<file path="config.mk">
export PLATFORM = sky130hd
export DESIGN_NAME = tag_cpl_tracker_flat
export DESIGN_NICKNAME = d
export VERILOG_FILES = /design/src/rtl/tag_cpl_tracker_if.sv /design/src/rtl/tag_cpl_tracker.sv /design/src/flat_wrapper.sv
export SDC_FILE = /design/constraint.sdc
export NUM_CORES = 1
export LEC_CHECK = 0
export CORE_ASPECT_RATIO = 1.1
export CORE_UTILIZATION = 41
export CTS_CLUSTER_DIAMETER = 150
export DETAILED_ROUTE_END_ITERATION = 16
export PLACE_DENSITY = 0.54
export SYNTH_ARGS = -nofsm -noshare
export SYNTH_HDL_FRONTEND = slang
export SYNTH_SLANG_ARGS = --single-unit
</file>
<file path="constraint.sdc">
create_clock -name clk -period 5 [get_ports clk]
set_input_delay 1 -clock clk [delete_from_list [all_inputs] [get_ports clk]]
set_output_delay 1 -clock clk [all_outputs]
set_load 0.01 [all_outputs]
</file>
<file path="src/rtl/tag_cpl_tracker_if.sv">
// Handshake bundle between the read-request generator, the CplD header parser,
// the tag allocator's free port and the completion tag tracker.
interface tag_cpl_tracker_if #(
    parameter int PCIE_TAG_BITS = 5,
    parameter int LEN_BITS      = 10
);
    logic [PCIE_TAG_BITS-1:0] s_req_tag;
    logic [LEN_BITS-1:0]      s_req_len;
    logic                     s_req_valid;
    logic                     s_req_ready;

    logic [PCIE_TAG_BITS-1:0] s_cpl_tag;
    logic [LEN_BITS-1:0]      s_cpl_len;
    logic                     s_cpl_valid;
    logic                     s_cpl_ready;

    logic [PCIE_TAG_BITS-1:0] m_tag_free_data;
    logic                     m_tag_free_valid;
    logic                     m_tag_free_ready;

    modport slave (
        input  s_req_tag, s_req_len, s_req_valid,
        output s_req_ready,
        input  s_cpl_tag, s_cpl_len, s_cpl_valid,
        output s_cpl_ready,
        output m_tag_free_data, m_tag_free_valid,
        input  m_tag_free_ready
    );

    modport master (
        output s_req_tag, s_req_len, s_req_valid,
        input  s_req_ready,
        output s_cpl_tag, s_cpl_len, s_cpl_valid,
        input  s_cpl_ready,
        input  m_tag_free_data, m_tag_free_valid,
        output m_tag_free_ready
    );
endinterface

</file>
<file path="src/rtl/tag_cpl_tracker.sv">
// Tracks outstanding PCIe read tags, counts completion DWs per tag and releases
// each tag on the free port once its requested length has been fully returned.
module tag_cpl_tracker #(
    parameter int PCIE_TAG_BITS = 5,
    parameter int LEN_BITS      = 10
) (
    input  logic                   clk,
    input  logic                   rst_n,
    tag_cpl_tracker_if.slave       bus,
    output logic [PCIE_TAG_BITS:0] outstanding,
    output logic                   err_dup_req,
    output logic                   err_unexp_cpl,
    output logic                   err_overrun
);
    localparam int NT = 1 << PCIE_TAG_BITS;
    localparam int RW = LEN_BITS + 1;

    logic [NT-1:0]            busy_q, busy_d;
    logic [RW-1:0]            rem_q [NT];
    logic [RW-1:0]            rem_d [NT];
    logic                     rdy_q;
    logic                     free_valid_q, free_valid_d;
    logic [PCIE_TAG_BITS-1:0] free_data_q, free_data_d;
    logic [PCIE_TAG_BITS:0]   outstanding_q, outstanding_d;
    logic                     dup_q, dup_d;
    logic                     unexp_q, unexp_d;
    logic                     overrun_q, overrun_d;

    logic                     req_fire, req_accept;
    logic                     cpl_fire, cpl_hit, cpl_done;
    logic [RW-1:0]            req_len_exp, cpl_len_exp, cpl_rem;

    // A zero length field means 2^LEN_BITS DW; prepending the zero flag encodes that.
    assign req_len_exp = {(bus.s_req_len == '0), bus.s_req_len};
    assign cpl_len_exp = {(bus.s_cpl_len == '0), bus.s_cpl_len};

    assign bus.s_req_ready      = rdy_q;
    assign bus.s_cpl_ready      = rdy_q && (!free_valid_q || bus.m_tag_free_ready);
    assign bus.m_tag_free_valid = free_valid_q;
    assign bus.m_tag_free_data  = free_data_q;
    assign outstanding          = outstanding_q;
    assign err_dup_req          = dup_q;
    assign err_unexp_cpl        = unexp_q;
    assign err_overrun          = overrun_q;

    // Request and completion both look only at pre-cycle busy/rem, so a completion
    // freeing a tag cannot make a same-cycle request on that tag legal.
    assign req_fire   = bus.s_req_valid && rdy_q;
    assign req_accept = req_fire && !busy_q[bus.s_req_tag];
    assign cpl_fire   = bus.s_cpl_valid && bus.s_cpl_ready;
    assign cpl_hit    = cpl_fire && busy_q[bus.s_cpl_tag];
    assign cpl_rem    = rem_q[bus.s_cpl_tag];
    assign cpl_done   = cpl_hit && (cpl_len_exp >= cpl_rem);

    always_comb begin
        busy_d        = busy_q;
        rem_d         = rem_q;
        free_valid_d  = free_valid_q;
        free_data_d   = free_data_q;
        dup_d         = req_fire && busy_q[bus.s_req_tag];
        unexp_d       = cpl_fire && !busy_q[bus.s_cpl_tag];
        overrun_d     = cpl_hit && (cpl_len_exp > cpl_rem);
        outstanding_d = outstanding_q
                        + {{PCIE_TAG_BITS{1'b0}}, req_accept}
                        - {{PCIE_TAG_BITS{1'b0}}, cpl_done};

        if (cpl_hit && !cpl_done) begin
            rem_d[bus.s_cpl_tag] = cpl_rem - cpl_len_exp;
        end
        if (cpl_done) begin
            busy_d[bus.s_cpl_tag] = 1'b0;
            free_valid_d          = 1'b1;
            free_data_d           = bus.s_cpl_tag;
        end else if (bus.m_tag_free_ready) begin
            free_valid_d = 1'b0;
        end
        // Accepted request targets an idle tag, so it never collides with a completion write.
        if (req_accept) begin
            busy_d[bus.s_req_tag] = 1'b1;
            rem_d[bus.s_req_tag]  = req_len_exp;
        end
    end

    always_ff @(posedge clk or negedge rst_n) begin
        if (!rst_n) begin
            busy_q        <= '0;
            rdy_q         <= 1'b0;
            free_valid_q  <= 1'b0;
            free_data_q   <= '0;
            outstanding_q <= '0;
            dup_q         <= 1'b0;
            unexp_q       <= 1'b0;
            overrun_q     <= 1'b0;
        end else begin
            busy_q        <= busy_d;
            rdy_q         <= 1'b1;
            free_valid_q  <= free_valid_d;
            free_data_q   <= free_data_d;
            outstanding_q <= outstanding_d;
            dup_q         <= dup_d;
            unexp_q       <= unexp_d;
            overrun_q     <= overrun_d;
        end
    end

    // Remaining-DW table is only meaningful while busy, so it carries no reset.
    always_ff @(posedge clk) begin
        rem_q <= rem_d;
    end
endmodule

</file>
<file path="src/flat_wrapper.sv">
// flat-port wrapper written by rule: the top's interface ports become plain ports
module tag_cpl_tracker_flat 
#(
    parameter int PCIE_TAG_BITS = 5,
    parameter int LEN_BITS      = 10
)
  (clk, rst_n, outstanding, err_dup_req, err_unexp_cpl, err_overrun, bus_s_req_tag, bus_s_req_len, bus_s_req_valid, bus_s_req_ready, bus_s_cpl_tag, bus_s_cpl_len, bus_s_cpl_valid, bus_s_cpl_ready, bus_m_tag_free_data, bus_m_tag_free_valid, bus_m_tag_free_ready);
  tag_cpl_tracker_if #(.PCIE_TAG_BITS(PCIE_TAG_BITS), .LEN_BITS(LEN_BITS)) bus_i ();
  input  logic clk;
  input  logic rst_n;
  output logic [PCIE_TAG_BITS:0] outstanding;
  output logic err_dup_req;
  output logic err_unexp_cpl;
  output logic err_overrun;
  input wire logic [$bits(bus_i.s_req_tag)-1:0] bus_s_req_tag;
  input wire logic [$bits(bus_i.s_req_len)-1:0] bus_s_req_len;
  input wire logic [$bits(bus_i.s_req_valid)-1:0] bus_s_req_valid;
  output wire logic [$bits(bus_i.s_req_ready)-1:0] bus_s_req_ready;
  input wire logic [$bits(bus_i.s_cpl_tag)-1:0] bus_s_cpl_tag;
  input wire logic [$bits(bus_i.s_cpl_len)-1:0] bus_s_cpl_len;
  input wire logic [$bits(bus_i.s_cpl_valid)-1:0] bus_s_cpl_valid;
  output wire logic [$bits(bus_i.s_cpl_ready)-1:0] bus_s_cpl_ready;
  output wire logic [$bits(bus_i.m_tag_free_data)-1:0] bus_m_tag_free_data;
  output wire logic [$bits(bus_i.m_tag_free_valid)-1:0] bus_m_tag_free_valid;
  input wire logic [$bits(bus_i.m_tag_free_ready)-1:0] bus_m_tag_free_ready;
  assign bus_i.s_req_tag = bus_s_req_tag;
  assign bus_i.s_req_len = bus_s_req_len;
  assign bus_i.s_req_valid = bus_s_req_valid;
  assign bus_s_req_ready = bus_i.s_req_ready;
  assign bus_i.s_cpl_tag = bus_s_cpl_tag;
  assign bus_i.s_cpl_len = bus_s_cpl_len;
  assign bus_i.s_cpl_valid = bus_s_cpl_valid;
  assign bus_s_cpl_ready = bus_i.s_cpl_ready;
  assign bus_m_tag_free_data = bus_i.m_tag_free_data;
  assign bus_m_tag_free_valid = bus_i.m_tag_free_valid;
  assign bus_i.m_tag_free_ready = bus_m_tag_free_ready;
  tag_cpl_tracker #(.PCIE_TAG_BITS(PCIE_TAG_BITS), .LEN_BITS(LEN_BITS)) u_core (.clk(clk), .rst_n(rst_n), .bus(bus_i), .outstanding(outstanding), .err_dup_req(err_dup_req), .err_unexp_cpl(err_unexp_cpl), .err_overrun(err_overrun));
endmodule
</file>
==> reports/summary.txt, run 1 <==
Final Hold Viols: 0
Worst vdd ir: 0.238 mV
Combinational Power Share: 25.5%
Vias per cell: 6.05
Inst Count DP: 2945
Row cnt: 87
Minimum clock period: 4.91 ns
Crit-path slowest cell: a22oi_1
Clock group share of total power: 34.4%
Hold buffer count at CTS: 0
Clock sinks: 400
Cell area after synthesis: 21400 sq um
Slew Limit Headroom: 14.7%
Number of max-cap violations: 0
Fraction of power spent switching nets: 31.6%
Reg2reg start: u_core.rem_q[5]
CP endpoint kind: flip-flop
Placed wire-length estimate: 56.2 mm
Reg2Reg Depth: 15
Power Total: 9.70 mW
H-tree depth: 2
Post-DP Area: 24500 sq um
CP Class: in -> reg
Post-layout nets: 2380
Pwr dens: 373 nW/um^2
Endpoints failing setup: 0
Postcts setup bufs: 0
FF-to-FF End: u_core.rem_q[165]
Storage cell area: 8250 sq um
DRT Pass-1 Iters: 11
Final Skew: 0.0349 ns
Total global-route track usage: 30.2%
Multi-input gate area: 12300 sq um
M3 GR Usage: 4.91%
Later-pin clock latency in the skew report: 0.60 ns
Layer with the highest usage: met2
GRT overflow: 0
Via count: 18290
CP bufs+invs: 7
Layout cells sized above 1: 28.9%
ANT nets after route: 0
Worst path arrival time: 5.34 ns
Core Area: 51400 sq um
Pleak: 10.2 nW
GP Congestion: 1.04
Worst hold slack: 0.473 ns
Violated checks: DRC
Mapped Avg Cell Area: 9.79 sq um
CP delay by family, top: buffers and inverters
I/O pins: 52
# DRC: 4
CTS max path bufs: 3
Area delta synth->final: 21.6%
Syn nets: 2239
Max Transition Viols Final: 0
Required time worst endpoint: 5.44 ns
TritonCTS clock tree: yes
Root Buffer: clkbuf_16
Syn Inst Count: 2185
Most used cell, CP: buf_4
Crit path launch: bus_s_cpl_tag[2]
Status: finished, violations left
Ys async rst share: 12.0%
Drt initial violations: 1902
Die Wd: 220 microns
WL final: 80.6 mm
Global-route wire length before repair: 119 mm
Net Sw Power: 3.07 mW
Worst min path class: reg -> reg
#FFs+latches synth: 400
Non-filler cells, final: 3024
Main synth FF type: dfxtp_1
Chip height: 242 microns
Post-synth EDFFs: 0
Least-Margin Pin Slew: 1.27 ns
Port buffer count: 51
Worst-path fanout max: 14
Clock slew at reported path FFs: 0.06 ns
Final-layout fill cell count: 4700
CTS buffer count: 46
Crit-path cells: clkdlybuf4s50_1 > buf_12 > and3_1 > buf_4 > a22oi_1 > nand4_1 > ha_1 > o211a_1 > nor3_2 > a21oi_2 > buf_4 > buf_4 > o2111ai_2 > buf_4 > nor2_1 > buf_4 > mux2i_1 > o21ai_0
Final period util: 98.2%
Number of cells on the critical path: 18
Register area share after synthesis: 38.6%
Yosys warns: 0
Crit path to: u_core.rem_q[165]
GR met1 Demand/Resource: 40.3%
Core Util, Final: 50.6%
Largest net degree at the start of global routing: 49
Reg power frac: 40.0%
Yosys cell types: 66
Initial antenna violation count: 0
WL/cell: 26.7 microns
HP Start: u_core.bus.m_tag_free_data[3]
CP max stage delay: 0.46 ns
Die ar.: 53100 sq um
Internal reg-to-reg setup slack: 0.84 ns
Starting density of the core: 41.6%
Post-place setup slack: -0.497 ns
Design Area, Final: 26000 sq um
Number of global-route vias before repair: 18000
F_max: 204 MHz
RSZ-0062 raised after global routing: true
Post-Route Setup TNS: 0 ns
P_int: 6.64 mW
Met2 usage: 47.6%
Crit path launch type: input port
Final WS setup: 0.0922 ns
Diodes inserted: 0
[cell type report]
type	instances	share of cell area [%]
timing repair buffer	328	11.7
inverter	28	0.423
tap	667	3.21
clock inverter	12	0.452
clock buffer	67	5.19
multi-input combinational	1522	47.4
sequential	400	31.7
[flip-flops by register name, indices dropped and copies added, names as in the netlist]
name / cells
u_core.bus.m_tag_free_data: 5
u_core.outstanding: 6
u_core.busy_q: 32
u_core.err_dup_req: 1
u_core.rem_q: 352
u_core.bus.m_tag_free_valid: 1
u_core.err_unexp_cpl: 1
u_core.bus.s_req_ready: 1
u_core.err_overrun: 1
[worst register-to-register path, delay by kind of cell, from the launching register on]
kind	cells	cell delay, ns
buffers and inverters	4	0.84
and+or+nand+nor	3	0.54
DFF	1	0.31
muxes	2	0.74
AOI/OAI and AO/OA	5	1.18
adders and majority gates	1	0.42
[cell usage in the layout, fill, tap and decap left out, types with 9 or more instances in the layout]
| cell type | n |
|---|---|
| dfxtp_1 | 352 |
| nand2_1 | 267 |
| mux2i_1 | 263 |
| buf_4 | 242 |
| mux2_2 | 170 |
| o21ai_0 | 163 |
| a21oi_1 | 125 |
| mux4_2 | 88 |
| nor4_1 | 68 |
| clkdlybuf4s50_1 | 48 |
| dfrtp_1 | 48 |
| nor2_1 | 47 |
| a22oi_1 | 47 |
| clkbuf_16 | 46 |
| buf_12 | 36 |
| o31ai_1 | 29 |
| inv_1 | 26 |
| nor3_1 | 25 |
| nor3_2 | 18 |
| nand2b_1 | 17 |
| a2bb2oi_1 | 16 |
| ha_1 | 16 |
| nand4_1 | 14 |
| nor2_2 | 12 |
| clkbuf_8 | 12 |
| o22ai_1 | 10 |
| or2_2 | 9 |
| clkbuf_1 | 9 |
[power groups by stage]
stage / clock network (mW) / logic, mW / registers, mW
floorplan: 0 / 1.36 / 3.86
finish: 3.34 / 2.48 / 3.89
detailed placement: 0 / 2.44 / 3.94
CTS: 3.39 / 2.45 / 3.87
global placement: 0 / 2.41 / 3.93
global route: 3.52 / 2.61 / 3.92
[metal layers]
layer / vias up / share of wire (%) / routed length, microns
met1: 9050 / 42 / 33600
met4: 0 / 4.9 / 3950
met5: - / 0 / 0
met3: 207 / 7.0 / 5680
li1: 8249 / - / -
met2: 784 / 46 / 37400
[cells by family (layout without fill, tap and decap cells)]
logic type / Yosys count / count (layout) / synth area share (%)
AO/OA/AOI/OAI: 437 / 437 / 12.3
XOR/XNOR: 10 / 10 / 0.409
adder cells (fa/ha/maj): 19 / 19 / 1.18
buffers and inverters: 263 / 435 / 5.12
flip-flops: 400 / 400 / 38.6
multiplexers: 522 / 522 / 30.6
other: 1 / 1 / 0.0175
AND/OR/NAND/NOR: 533 / 533 / 11.8
[worst min path at each step]
stage / cells past startpoint / endpoint / slack [ns]
after floorplan: 1 / u_core.busy_q[1] / 0.47
after global placement: 2 / u_core.bus.m_tag_free_data[4] / 0.46
after detailed placement: 2 / u_core.bus.m_tag_free_data[3] / 0.46
after CTS: 2 / u_core.bus.m_tag_free_data[2] / 0.48
after global routing: 2 / u_core.bus.m_tag_free_data[2] / 0.51
final: 2 / u_core.bus.m_tag_free_data[3] / 0.47
[cells in the mapped netlist (all sizes together), types with 9 or more instances]
| cell | instances | share of area [%] |
|---|---|---|
| nand2b | 17 | 0.50 |
| a22oi | 49 | 1.7 |
| inv | 26 | 0.46 |
| a21oi | 126 | 2.9 |
| or2 | 15 | 0.44 |
| buf | 64 | 1.6 |
| nand4 | 14 | 0.41 |
| nor4 | 74 | 2.2 |
| mux2 | 171 | 9.0 |
| mux4 | 88 | 9.3 |
| dfrtp | 48 | 5.6 |
| dfxtp | 352 | 33 |
| o21ai | 165 | 3.9 |
| nand2 | 267 | 4.7 |
| nor2 | 59 | 1.2 |
| mux2i | 263 | 12 |
| a2bb2oi | 16 | 0.66 |
| nand3 | 9 | 0.23 |
| nor3 | 43 | 1.1 |
| o31ai | 29 | 1.0 |
| clkbuf | 171 | 3.0 |
| ha | 17 | 0.99 |
| o22ai | 10 | 0.29 |
[timing repair]
| action | 4_1_cts | 5_1_grt |
|---|---|---|
| hold endpoints to repair | 0 | 0 |
| setup endpoints to repair | 0 | 146 |
| resized for setup | 0 | 2 |
No activity file was read; power rests on OpenSTA's default activity.
==> run 2, diff against run 1 <==
- CTS_CLUSTER_DIAMETER: 150 -> unset
==> results of run 2 <==
Same layout as run 1: the final DEF is identical, and so are final timing and power.
